===== config.mk =====
export PLATFORM = sky130hd
export DESIGN_NAME = fifo_readout_ctrl
export DESIGN_NICKNAME = d
export VERILOG_FILES = /design/src/rtl/tdc_readout_pkg.sv /design/src/rtl/fifo_readout_ctrl_byte_serializer.sv /design/src/rtl/fifo_readout_ctrl.sv
export SDC_FILE = /design/constraint.sdc
export NUM_CORES = 1
export LEC_CHECK = 0
export ABC_AREA = 1
export CAP_MARGIN = 20
export CORE_MARGIN = 3
export CORE_UTILIZATION = 45
export CTS_CLUSTER_SIZE = 10
export DETAILED_ROUTE_END_ITERATION = 7
export PLACE_DENSITY = 0.84
export RECOVER_POWER = 50
export SLEW_MARGIN = 25
export SYNTH_ARGS = -nofsm -noshare
export SYNTH_HDL_FRONTEND = slang
export SYNTH_HIERARCHICAL = 1
export SYNTH_SLANG_ARGS = --single-unit

===== constraint.sdc =====
create_clock -name Rclk -period 2.59 [get_ports Rclk]
set_clock_uncertainty 0.2 [all_clocks]
set_input_delay 0.3885 -clock Rclk [delete_from_list [all_inputs] [get_ports Rclk]]
set_output_delay 0.3885 -clock Rclk [all_outputs]
set_load 0.02 [all_outputs]

===== src/rtl/tdc_readout_pkg.sv =====
// Shared types and constants for the FIFO readout path (state encoding, word/byte geometry).
package tdc_readout_pkg;

    localparam int WORD_W         = 32;
    localparam int BYTE_W         = 8;
    localparam int BYTES_PER_WORD = 4;

    localparam logic [BYTE_W-1:0] SYNC_BYTE_DEFAULT = 8'hA5;

    typedef enum logic [2:0] {
        IDLE,
        RD,
        WAIT,
        HDR,
        SEND
    } state_e;

    function automatic logic [BYTE_W-1:0] word_byte(input logic [WORD_W-1:0] word,
                                                    input logic [1:0]        idx);
        return word[idx*BYTE_W +: BYTE_W];
    endfunction

endpackage


===== src/rtl/fifo_readout_ctrl_byte_serializer.sv =====
// Holds one popped word and emits it MSB byte first on a valid/ready stream.
// FRAME_HEADER_EN prefixes each word with SYNC_BYTE.
module byte_serializer
    import tdc_readout_pkg::*;
#(
    parameter logic [BYTE_W-1:0] SYNC_BYTE = SYNC_BYTE_DEFAULT
) (
    input  logic              clk,
    input  logic              rst,
    input  logic              load,
    input  logic [WORD_W-1:0] load_data,
    input  logic              tx_ready,
    output logic [BYTE_W-1:0] tx_data,
    output logic              tx_valid,
    output logic              done
);

    logic [WORD_W-1:0] hold;
    logic [1:0]        idx;
    logic              xfer;

    assign xfer = tx_valid & tx_ready;

`ifdef FRAME_HEADER_EN
    logic hdr_pending;

    assign done = xfer & ~hdr_pending & (idx == 2'd0);

    always_ff @(posedge clk) begin
        if (rst) begin
            hold        <= '0;
            idx         <= 2'd0;
            tx_valid    <= 1'b0;
            tx_data     <= '0;
            hdr_pending <= 1'b0;
        end else if (load) begin
            hold        <= load_data;
            idx         <= 2'd3;
            tx_valid    <= 1'b1;
            tx_data     <= SYNC_BYTE;
            hdr_pending <= 1'b1;
        end else if (xfer) begin
            if (hdr_pending) begin
                hdr_pending <= 1'b0;
                tx_data     <= word_byte(hold, idx);
            end else if (idx != 2'd0) begin
                idx     <= idx - 2'd1;
                tx_data <= word_byte(hold, idx - 2'd1);
            end else begin
                tx_valid <= 1'b0;
            end
        end
    end
`else
    logic unused_sync;

    assign unused_sync = ^SYNC_BYTE;
    assign done        = xfer & (idx == 2'd0);

    always_ff @(posedge clk) begin
        if (rst) begin
            hold     <= '0;
            idx      <= 2'd0;
            tx_valid <= 1'b0;
            tx_data  <= '0;
        end else if (load) begin
            hold     <= load_data;
            idx      <= 2'd3;
            tx_valid <= 1'b1;
            tx_data  <= word_byte(load_data, 2'd3);
        end else if (xfer) begin
            // tx_data only advances on a completed handshake, so it is stable across stalls
            if (idx != 2'd0) begin
                idx     <= idx - 2'd1;
                tx_data <= word_byte(hold, idx - 2'd1);
            end else begin
                tx_valid <= 1'b0;
            end
        end
    end
`endif

endmodule


===== src/rtl/fifo_readout_ctrl.sv =====
// Read-side controller for the merging FIFO: pops one word at a time, waits out the FIFO read
// latency and hands the word to the byte serializer. Optional macro: FRAME_HEADER_EN.
module fifo_readout_ctrl
    import tdc_readout_pkg::*;
#(
    parameter int                READ_LATENCY = 2,
    parameter logic [BYTE_W-1:0] SYNC_BYTE    = SYNC_BYTE_DEFAULT
) (
    input  logic              Rclk,
    input  logic              rst,
    input  logic              fifo_empty,
    input  logic [WORD_W-1:0] fifo_data,
    output logic              fifo_rden,
    output logic [BYTE_W-1:0] tx_data,
    output logic              tx_valid,
    input  logic              tx_ready,
    output logic              busy,
    output logic [15:0]       word_count
);

    localparam logic [1:0] LAT_LAST = 2'(READ_LATENCY - 1);

    state_e     state;
    state_e     state_next;
    logic [1:0] lat_cnt;
    logic       lat_done;
    logic       load;
    logic       done;
    logic       rden_next;
    logic       busy_next;

    assign lat_done = (lat_cnt == LAT_LAST);

    always_ff @(posedge Rclk) begin
        if (rst) begin
            state <= IDLE;
        end else begin
            state <= state_next;
        end
    end

    always_comb begin
        state_next = state;
        case (state)
            IDLE: if (!fifo_empty) state_next = RD;
            RD:   state_next = WAIT;
            WAIT: begin
                if (lat_done) begin
`ifdef FRAME_HEADER_EN
                    state_next = HDR;
`else
                    state_next = SEND;
`endif
                end
            end
`ifdef FRAME_HEADER_EN
            HDR:  if (tx_ready) state_next = SEND;
`endif
            SEND: if (done) state_next = IDLE;
            default: state_next = IDLE;
        endcase
    end

    // Outputs are decoded from the next state and registered, keeping inputs off output paths.
    always_comb begin
        load      = (state == WAIT) && lat_done;
        rden_next = (state_next == RD);
        busy_next = (state_next != IDLE);
    end

    always_ff @(posedge Rclk) begin
        if (rst) begin
            fifo_rden  <= 1'b0;
            busy       <= 1'b0;
            lat_cnt    <= 2'd0;
            word_count <= 16'h0000;
        end else begin
            fifo_rden <= rden_next;
            busy      <= busy_next;
            if (state == RD) begin
                lat_cnt <= 2'd0;
            end else if (state == WAIT) begin
                lat_cnt <= lat_cnt + 2'd1;
            end
            if (done) begin
                word_count <= word_count + 16'd1;
            end
        end
    end

    byte_serializer #(
        .SYNC_BYTE (SYNC_BYTE)
    ) u_serializer (
        .clk       (Rclk),
        .rst       (rst),
        .load      (load),
        .load_data (fifo_data),
        .tx_ready  (tx_ready),
        .tx_data   (tx_data),
        .tx_valid  (tx_valid),
        .done      (done)
    );

endmodule


==> flow_summary.json, run 1 <==
{
  "synth.distinct_cells": 26,
  "maxCapViolations": 0,
  "grt_pass1_wl_um": 11500,
  "post_cts_buffers": 0,
  "vias_per_cell": 5.04,
  "cp.depth": 8,
  "dr_total_vias": 2860,
  "dieHeight_um": 87.6,
  "wl_per_cell_um": 12.4,
  "synth.largest_area_cell": "dfxtp_1",
  "r2r_end": "u_serializer/hold[9]",
  "grt_max_degree": 33,
  "finalNetCount": 526,
  "max_clock_freq_mhz": 475,
  "finalCriticalPeriod_ps": 2100,
  "worstSetupEndpoint": "u_serializer/hold[9]",
  "cts_resized": 0,
  "antenna_found_initial": 0,
  "overflow": 0,
  "grt_usage": 0.191,
  "drive_gt1_frac": 0.0794,
  "setup_ws_ps": 487,
  "synth_area_leaders": "dfxtp_1 (44%), nand2_1 (12%), a21oi_1 (8.5%)",
  "worstPathRequired_ps": 2650,
  "drtAntennaViolNets": 0,
  "ios": 63,
  "num_rows": 29,
  "cts_root_buf": "clkbuf_8",
  "setup-violations-final": 0,
  "critPathArrivalTime_ps": 2160,
  "reg2reg_slack_ps": 490,
  "power_mw": 2.01,
  "nFillCells": 587,
  "critPathCaptureType": "register",
  "cp_slowest_cell": "clkbuf_2",
  "cts_made_buffers": 9,
  "rsz0062_at_grt": "false",
  "cts_hold_buffers": 0,
  "slowest_delay_ps": 450,
  "p_per_area_nw_per_um2": 524,
  "initial_core_util": 0.469,
  "slew_violations": 0,
  "p_leak_nw": 1.69,
  "clk_latency_ps": 330,
  "yosys_warnings": 6,
  "critical_path_class": "register to register",
  "seq_area_frac_synth": 0.441,
  "area_growth_pct": 28.1,
  "syn-num-nets": 464,
  "critPathLaunchType": "register",
  "syn_avg_cell_area_um2": 7.04,
  "tns_ps": 0,
  "crit_top_cell": "inv_1",
  "diodes": 0,
  "hold_viol_final": 0,
  "die_area_um2": 7670,
  "die_x_um": 87.6,
  "core_area_um2": 6390,
  "cts_tree": "built",
  "hpwl_um": 4930,
  "reg2reg_depth": 8,
  "instances_no_fill": 568,
  "hold_path_depth": 2,
  "tightest_slew_ps": 482,
  "period_share": 0.812,
  "ff_latch_area_um2": 1320,
  "clk_pin_slew_ps": 70,
  "netlist_instances": 425,
  "pre_cts_ws_ps": 313,
  "cp_cell_sequence": "inv_1 > ha_1 > inv_1 > nor2_1 > inv_2 > clkbuf_2 > o21ai_0 > a21oi_1",
  "wl_um": 7040,
  "synth_seq_cells": 66,
  "remaining_drc_errors": 0,
  "setup.worst_path.start": "lat_cnt[1]",
  "hold_class": "register to register",
  "drt_iter0_markers": 176,
  "r2r-start": "lat_cnt[1]",
  "vdd_drop_max_uv": 331,
  "netlist_area_um2": 2990,
  "clockBufferDepth": 2,
  "multi_input_area_um2": 1310,
  "dp.cells": 553,
  "gp_congestion": 0.867,
  "numPortBuffers": 62,
  "netlist.area_leader.share": 0.441,
  "grt_pass1_vias": 2661,
  "relSlewSlack": 0.678,
  "dr.pass1.iters": 4,
  "crit_fanout": 28,
  "cts_sinks": 66,
  "cp_top_family": "buffers and inverters",
  "crit_buf_inv": 4,
  "outcome": "complete, no violations",
  "htreeDepth": 3
}
-- placed cells by master, fill, tap and decap left out, drive strengths merged --
master         synthesis  final
o21bai                 1      1
ha                     3      3
and3                   1      1
nor2                  36     36
bufinv                 0      1
nand3                 28     28
inv                   69     69
nand2                 98     98
o21ai                 43     43
a21oi                 57     57
clkdlybuf4s50          0     43
dlygate4sd3            0     19
clkinv                 1      3
dfxtp                 66     66
buf                   12      4
o21a                   2      2
xor2                   2      2
nor3                   1      1
clkbuf                 5     14
-- through the flow --
step                      hold slack [ps]   util  area, um2
after floorplan                       229      -       2990
after global placement                240  0.572       3660
after detailed placement              247  0.572       3660
after CTS                             257  0.601       3840
after global routing                  273  0.601       3830
final                                 256  0.601       3830
-- routing by layer --
layer / GRT usage / share of wire / vias up
li1: - / - / 1466
met1: 0.246 / 0.47 / 1281
met2: 0.300 / 0.44 / 90
met3: 0.0348 / 0.055 / 23
met4: 0.112 / 0.036 / 0
met5: 0 / 0 / -
-- worst min-delay path by stage --
stage,slack (ps),startpoint,endpoint
after floorplan,230,u_serializer/hold[19],u_serializer/hold[19]
after global placement,240,u_serializer/hold[19],u_serializer/hold[19]
after detailed placement,250,u_serializer/hold[13],u_serializer/hold[13]
after CTS,260,u_serializer/hold[13],u_serializer/hold[13]
after global routing,270,u_serializer/hold[13],u_serializer/hold[13]
final,260,u_serializer/hold[13],u_serializer/hold[13]
-- synth_stat cells, drive strengths merged --
cell,instances
o21ai,43
nor3,1
inv,69
a21oi,57
buf,12
ha,3
o21a,2
clkinv,1
nand3,28
and3,1
dfxtp,66
xor2,2
o21bai,1
nand2,98
nor2,36
clkbuf,5
-- cell families after synthesis --
| logic type | after synthesis | share of synthesized area |
|---|---|---|
| xor gates and xnor gates | 2 | 0.00585 |
| DFF | 66 | 0.441 |
| AOI/OAI and AO/OA | 103 | 0.182 |
| adders and majority gates | 3 | 0.0125 |
| and+or+nand+nor | 164 | 0.235 |
| buffers and inverters | 87 | 0.123 |
-- power by group --
part           internal, mW  switching (mW)
Clock                 0.463           0.365
Sequential             1.03         0.00645
Combinational        0.0755          0.0693
-- registers in the layout (all words and copies together) (netlist names) --
name                   cells
u_serializer/tx_data       8
word_count                16
lat_cnt                    2
u_serializer/idx           2
busy                       1
u_serializer/tx_valid      1
u_serializer/hold         32
state                      3
fifo_rden                  1
-- worst min-delay path, stage by stage, from the launching register on --
cell and delay, ps:
dfxtp_1 300, inv_1 50, a21oi_1 60
-- final cells by class --
| class | count | share of cell area |
|---|---|---|
| clock buffer | 12 | 0.0378 |
| clock inverter | 3 | 0.0104 |
| inverter | 70 | 0.0698 |
| multi-input combinational | 272 | 0.340 |
| sequential | 66 | 0.345 |
| tap | 77 | 0.0251 |
| timing repair buffer | 68 | 0.172 |
Power figures use the tool's default switching activity.
==> run 2: changes to the inputs <==
- PLACE_DENSITY: 0.84 -> 0.87
- clock period: 2.59 -> 1.76 ns (I/O delays scaled with it)
==> run 2 against run 1 <==
First-iteration DRC count increased by 2.3%. Setup slack got worse by 440 ps. Largest cell class is now multi-input gates. Maximum frequency increased by 23%. Sequential power increased by 46%. Global-route usage increased by 1.1 points. Total power increased by 51%. Clock power increased by 55%. Highest routed layer unchanged. Cell area increased by 2.2%. Non-clock buffer count increased by 9.
==> flow_summary.json, run 2 (synthesis results as in run 1) <==
{
  "largest_register_ffs": 32,
  "cp_cell_sequence": "inv_1 > ha_1 > inv_1 > nor2_2 > inv_2 > buf_4 > o21ai_0 > a21oi_1",
  "drive_gt1_frac": 0.122,
  "dr_total_vias": 2951,
  "grt_max_degree": 33,
  "htreeDepth": 3,
  "grt_use_met3": 0.0310,
  "hold_class": "register to register",
  "critPathLaunchType": "register",
  "antenna_found_initial": 0,
  "core_area_um2": 6390,
  "num_rows": 29,
  "cts_tree": "built",
  "hold_viol_final": 0,
  "drt_iter0_markers": 180,
  "rsz0062_at_grt": "true",
  "cts_root_buf": "clkbuf_8",
  "layout_commonest_cell": "nand2_1",
  "critPathCaptureType": "register",
  "setup_ws_ps": 44.7,
  "vias_per_cell": 5.11,
  "p_int_mw": 2.37,
  "cts_sinks": 66,
  "slew_violations": 0,
  "max_clock_freq_mhz": 583,
  "clk_latency_ps": 340,
  "cts_made_buffers": 9,
  "ios": 63,
  "slowest_delay_ps": 340,
  "pwr-share-seq": 0.504,
  "grt_pass1_vias": 2839,
  "critical_path_class": "register to register",
  "initial_core_util": 0.469,
  "cp_slowest_cell": "dfxtp_1",
  "wl_per_cell_um": 12.9,
  "clk_pin_slew_ps": 70,
  "remaining_drc_errors": 0,
  "tightest_slew_ps": 498,
  "outcome": "complete, no violations",
  "grt_pass1_wl_um": 12200,
  "power_mw": 3.03,
  "overflow": 0,
  "finalNetCount": 535,
  "met2_usage": 0.341,
  "p_sw_uw": 660,
  "area_growth_pct": 30.9,
  "largest_register": "u_serializer/hold",
  "crit_fanout": 31,
  "p_per_area_nw_per_um2": 772,
  "grt.met1_usage": 0.249,
  "maxCapViolations": 0,
  "wl_um": 7450,
  "nFillCells": 573,
  "setup-violations-final": 0,
  "p_leak_nw": 1.75,
  "busiest_layer": "met2",
  "gp_congestion": 0.880,
  "critPathArrivalTime_ps": 1780,
  "clockBufferDepth": 2,
  "whs_ps": 258,
  "top_regs": "u_serializer/hold x32, word_count x16, u_serializer/tx_data x8",
  "numPortBuffers": 62,
  "grt_usage": 0.202,
  "die_area_um2": 7670,
  "crit_top_cell": "inv_1",
  "vdd_drop_max_uv": 377,
  "die_x_um": 87.6,
  "p_clk_frac": 0.422,
  "combPwrFrac": 0.075,
  "mostFrequentLayoutCells": "nand2_1 (90), inv_1 (64), dfxtp_1 (64), a21oi_1 (51), clkdlybuf4s50_1 (36)",
  "worstPathRequired_ps": 1830,
  "period_share": 0.975,
  "relSlewSlack": 0.668,
  "pre_cts_ws_ps": -178,
  "dieHeight_um": 87.6,
  "drtAntennaViolNets": 0,
  "diodes": 0,
  "finalCriticalPeriod_ps": 1720,
  "dr.pass1.iters": 4,
  "hpwl_um": 5220,
  "swShare": 0.218
}
run 2: cell type report:
| cell class | instances | area, um2 | share of cell area |
|---|---|---|---|
| clock buffer | 14 | 163 | 0.0415 |
| multi-input combinational | 272 | 1350 | 0.345 |
| timing repair buffer | 77 | 674 | 0.172 |
| sequential | 66 | 1330 | 0.338 |
| clock inverter | 2 | 35.0 | 0.00894 |
| inverter | 70 | 270 | 0.0690 |
| tap | 77 | 96.3 | 0.0246 |
run 2: worst max-delay path, delay by kind of cell, from the launching register on:
family	cells	cell delay, ps
buf+inv	4	570
flops	1	340
compound gates	2	280
fa+ha+maj	1	190
simple gates	1	60
run 2: what timing repair did:
action                     4_1_cts  5_1_grt
setup buffers                    0        0
gates resized for setup         19       34
pin swaps                        0        4
setup endpoints to repair       19       46
hold buffers                     0        0
run 2: worst paths after layout:
path,endpoint,startpoint,slack (ps),cells past startpoint
setup / recovery,u_serializer/hold[5],lat_cnt[1],40,8
hold / removal,u_serializer/hold[17],u_serializer/hold[17],260,2
setup reg to reg,u_serializer/hold[5],lat_cnt[1],40,8
hold reg to reg,u_serializer/hold[17],u_serializer/hold[17],260,2
run 2: stage by stage:
stage / cell area, um2 / utilization / cells / TNS (ps)
5_1_grt: 3920 / 0.614 / 578 / -1020
3_3_place_gp: 3760 / 0.588 / 562 / -780
6_report: 3920 / 0.614 / 578 / 0
4_1_cts: 3930 / 0.616 / 578 / 0
3_5_place_dp: 3760 / 0.588 / 562 / -1640
2_1_floorplan: 3010 / - / 425 / -109
run 2: layer usage:
layer | wire length, um | share of wire
met5 | 0 | 0
met4 | 136 | 0.018
met3 | 429 | 0.058
met2 | 3640 | 0.49
met1 | 3240 | 0.44
run 2: power by group through the flow:
stage	clock, mW	sequential [mW]	combinational [mW]
2_1_floorplan	0	1.57	0.0899
3_3_place_gp	0	1.56	0.218
3_5_place_dp	0	1.56	0.221
4_1_cts	1.29	1.53	0.224
5_1_grt	1.36	1.53	0.248
6_report	1.28	1.52	0.226
==> run 3: changes to the inputs <==
- CORE_UTILIZATION: 45 -> 46
- PLACE_DENSITY: 0.87 -> 0.88
- RECOVER_POWER: 50 -> not set
==> run 3 against run 2 <==
Core utilization increased by 4.0 points. Setup slack improved by 73 ps. Highest routed layer unchanged. Die area shrank 2.0%. Critical path depth is 1 higher. Clock-buffer cell count down 4. Routed wire length down 0.39%. Sequential cell count did not move. Non-clock buffer count grew 1. Cell area up 1.7%.
==> flow_summary.json, run 3 (synthesis results as in run 1) <==
{
  "reg2reg_slack_ps": 120,
  "clk_pin_slew_ps": 70,
  "grt_usage": 0.204,
  "p_leak_nw": 1.91,
  "dieHeight_um": 86.7,
  "cp_top_family": "buffers and inverters",
  "maxCapViolations": 0,
  "whs_ps": 262,
  "core_area_um2": 6100,
  "place_area_um2": 3770,
  "relSlewSlack": 0.675,
  "grt_pass1_wl_um": 12100,
  "antenna_found_initial": 0,
  "hpwl_um": 5130,
  "hp-start": "u_serializer/hold[14]",
  "slew_violations": 0,
  "critPathLaunchType": "register",
  "critPathCaptureType": "register",
  "num_rows": 28,
  "ios": 63,
  "remaining_drc_errors": 0,
  "dr_total_vias": 2902,
  "cts_root_buf": "clkbuf_8",
  "period_share": 0.933,
  "slowest_delay_ps": 330,
  "cts_made_buffers": 9,
  "wl_um": 7420,
  "pre_cts_ws_ps": -227,
  "initial_core_util": 0.491,
  "instances_no_fill": 577,
  "hold_path_depth": 2,
  "cp_slowest_cell": "dfxtp_1",
  "grt_pass1_vias": 2760,
  "r2r-start": "lat_cnt[1]",
  "cts_sinks": 66,
  "r2r_end": "u_serializer/tx_data[2]",
  "critical_path_class": "register to register",
  "hold_viol_final": 0,
  "max_clock_freq_mhz": 609,
  "grt_max_degree": 33,
  "outcome": "complete, no violations",
  "critPathArrivalTime_ps": 1670,
  "drtAntennaViolNets": 0,
  "largest_register": "u_serializer/hold",
  "p_per_area_nw_per_um2": 791,
  "largest_register_ffs": 32,
  "rsz0062_at_grt": "false",
  "clk_latency_ps": 340,
  "overflow": 0,
  "finalNetCount": 536,
  "cts_tree": "built",
  "tightest_slew_ps": 487,
  "setup-violations-final": 0,
  "reg2reg_depth": 9,
  "top_regs": "u_serializer/hold x32, word_count x16, u_serializer/tx_data x8",
  "clockBufferDepth": 2,
  "min_to": "u_serializer/hold[14]",
  "vdd_drop_max_uv": 479,
  "diodes": 0,
  "crit_fanout": 5,
  "cp_cell_sequence": "inv_1 > ha_1 > inv_1 > nor2_2 > inv_2 > nand2_2 > buf_4 > o21ai_0 > a21oi_2",
  "finalCriticalPeriod_ps": 1640,
  "drive_gt1_frac": 0.114,
  "drt_iter0_markers": 162,
  "die_area_um2": 7510,
  "final_cell_area_um2": 3980,
  "crit_top_cell": "inv_1",
  "final_util": 0.654,
  "layout_commonest_cell": "nand2_1",
  "setup_ws_ps": 118,
  "die_x_um": 86.7,
  "mostFrequentLayoutCells": "nand2_1 (92), inv_1 (65), dfxtp_1 (65), a21oi_1 (51), o21ai_0 (41)",
  "vias_per_cell": 5.03,
  "area_growth_pct": 33.1,
  "numPortBuffers": 62,
  "worstPathRequired_ps": 1790,
  "gp_congestion": 0.858,
  "dp.cells": 561,
  "crit_buf_inv": 4,
  "wl_per_cell_um": 12.9,
  "dr.pass1.iters": 4,
  "htreeDepth": 3,
  "hold_class": "register to register"
}
-- run 3: cell count changes in the layout (fill, tap and decap cells not counted), moves of 2 or more --
cell            before  now
clkbuf_8            11    9
nor2_4               6    4
nand2_1             90   92
clkbuf_1            11    1
o21ai_0             29   41
o21ai_1             13    2
nand2_2              7    5
dlygate4sd2_1       17   21
inv_6                0    2
dlymetal6s2s_1       0    6
-- run 3: metal layers --
metal  part of all wire  global-route usage  vias up
li1                   -                   -     1483
met1               0.43               0.236     1313
met2               0.49               0.357       94
met3              0.072              0.0694       12
met4              0.012              0.0567        0
met5                  0                   0        -
-- run 3: worst max-delay path by stage --
| stage | slack [ps] | end | depth (start not counted) | start |
|---|---|---|---|---|
| CTS | 0.06 | tx_data[3] | 1 | u_serializer/tx_data[3] |
| global placement | -140 | word_count[13] | 10 | tx_ready |
| global route | 6 | word_count[14] | 11 | u_serializer/idx[0] |
| finish | 120 | u_serializer/tx_data[2] | 9 | lat_cnt[1] |
| detailed placement | -230 | word_count[14] | 10 | tx_ready |
| floorplan | -40 | word_count[13] | 13 | u_serializer/idx[0] |
-- run 3: area by class of cell --
cell class                 count  area [um2]
sequential                    66        1320
inverter                      70         268
timing repair buffer          78         754
clock buffer                  10         128
multi-input combinational    272        1330
clock inverter                 6        90.1
tap                           75        93.8
fill                         515        2110
-- run 3: worst min-delay path, stage by stage (launching register included) --
cell     delay (ps)
dfxtp_1         300
inv_1            60
a21oi_1          60
-- run 3: stage by stage --
stage	TNS, ps	power, mW
final	0	3.15
after global routing	0	3.27
after CTS	0	3.17
after detailed placement	-2130	1.78
after global placement	-941	1.78
after floorplan	-109	1.66
-- run 3: report_power, final --
group          switching [mW]  total, mW  internal [mW]  leakage, nW
combinational           0.105      0.225          0.120         1.27
sequential            0.00988       1.52           1.51        0.533
clock                   0.597       1.40          0.803        0.107
-- run 3: what timing repair did --
action                                  CTS  global route
hold endpoints to repair                  0             0
hold buffers                              0             0
endpoints found under the setup margin   21            28
gates resized for setup                  21            10
buffers inserted                          0             0
pin swaps                                 0             1
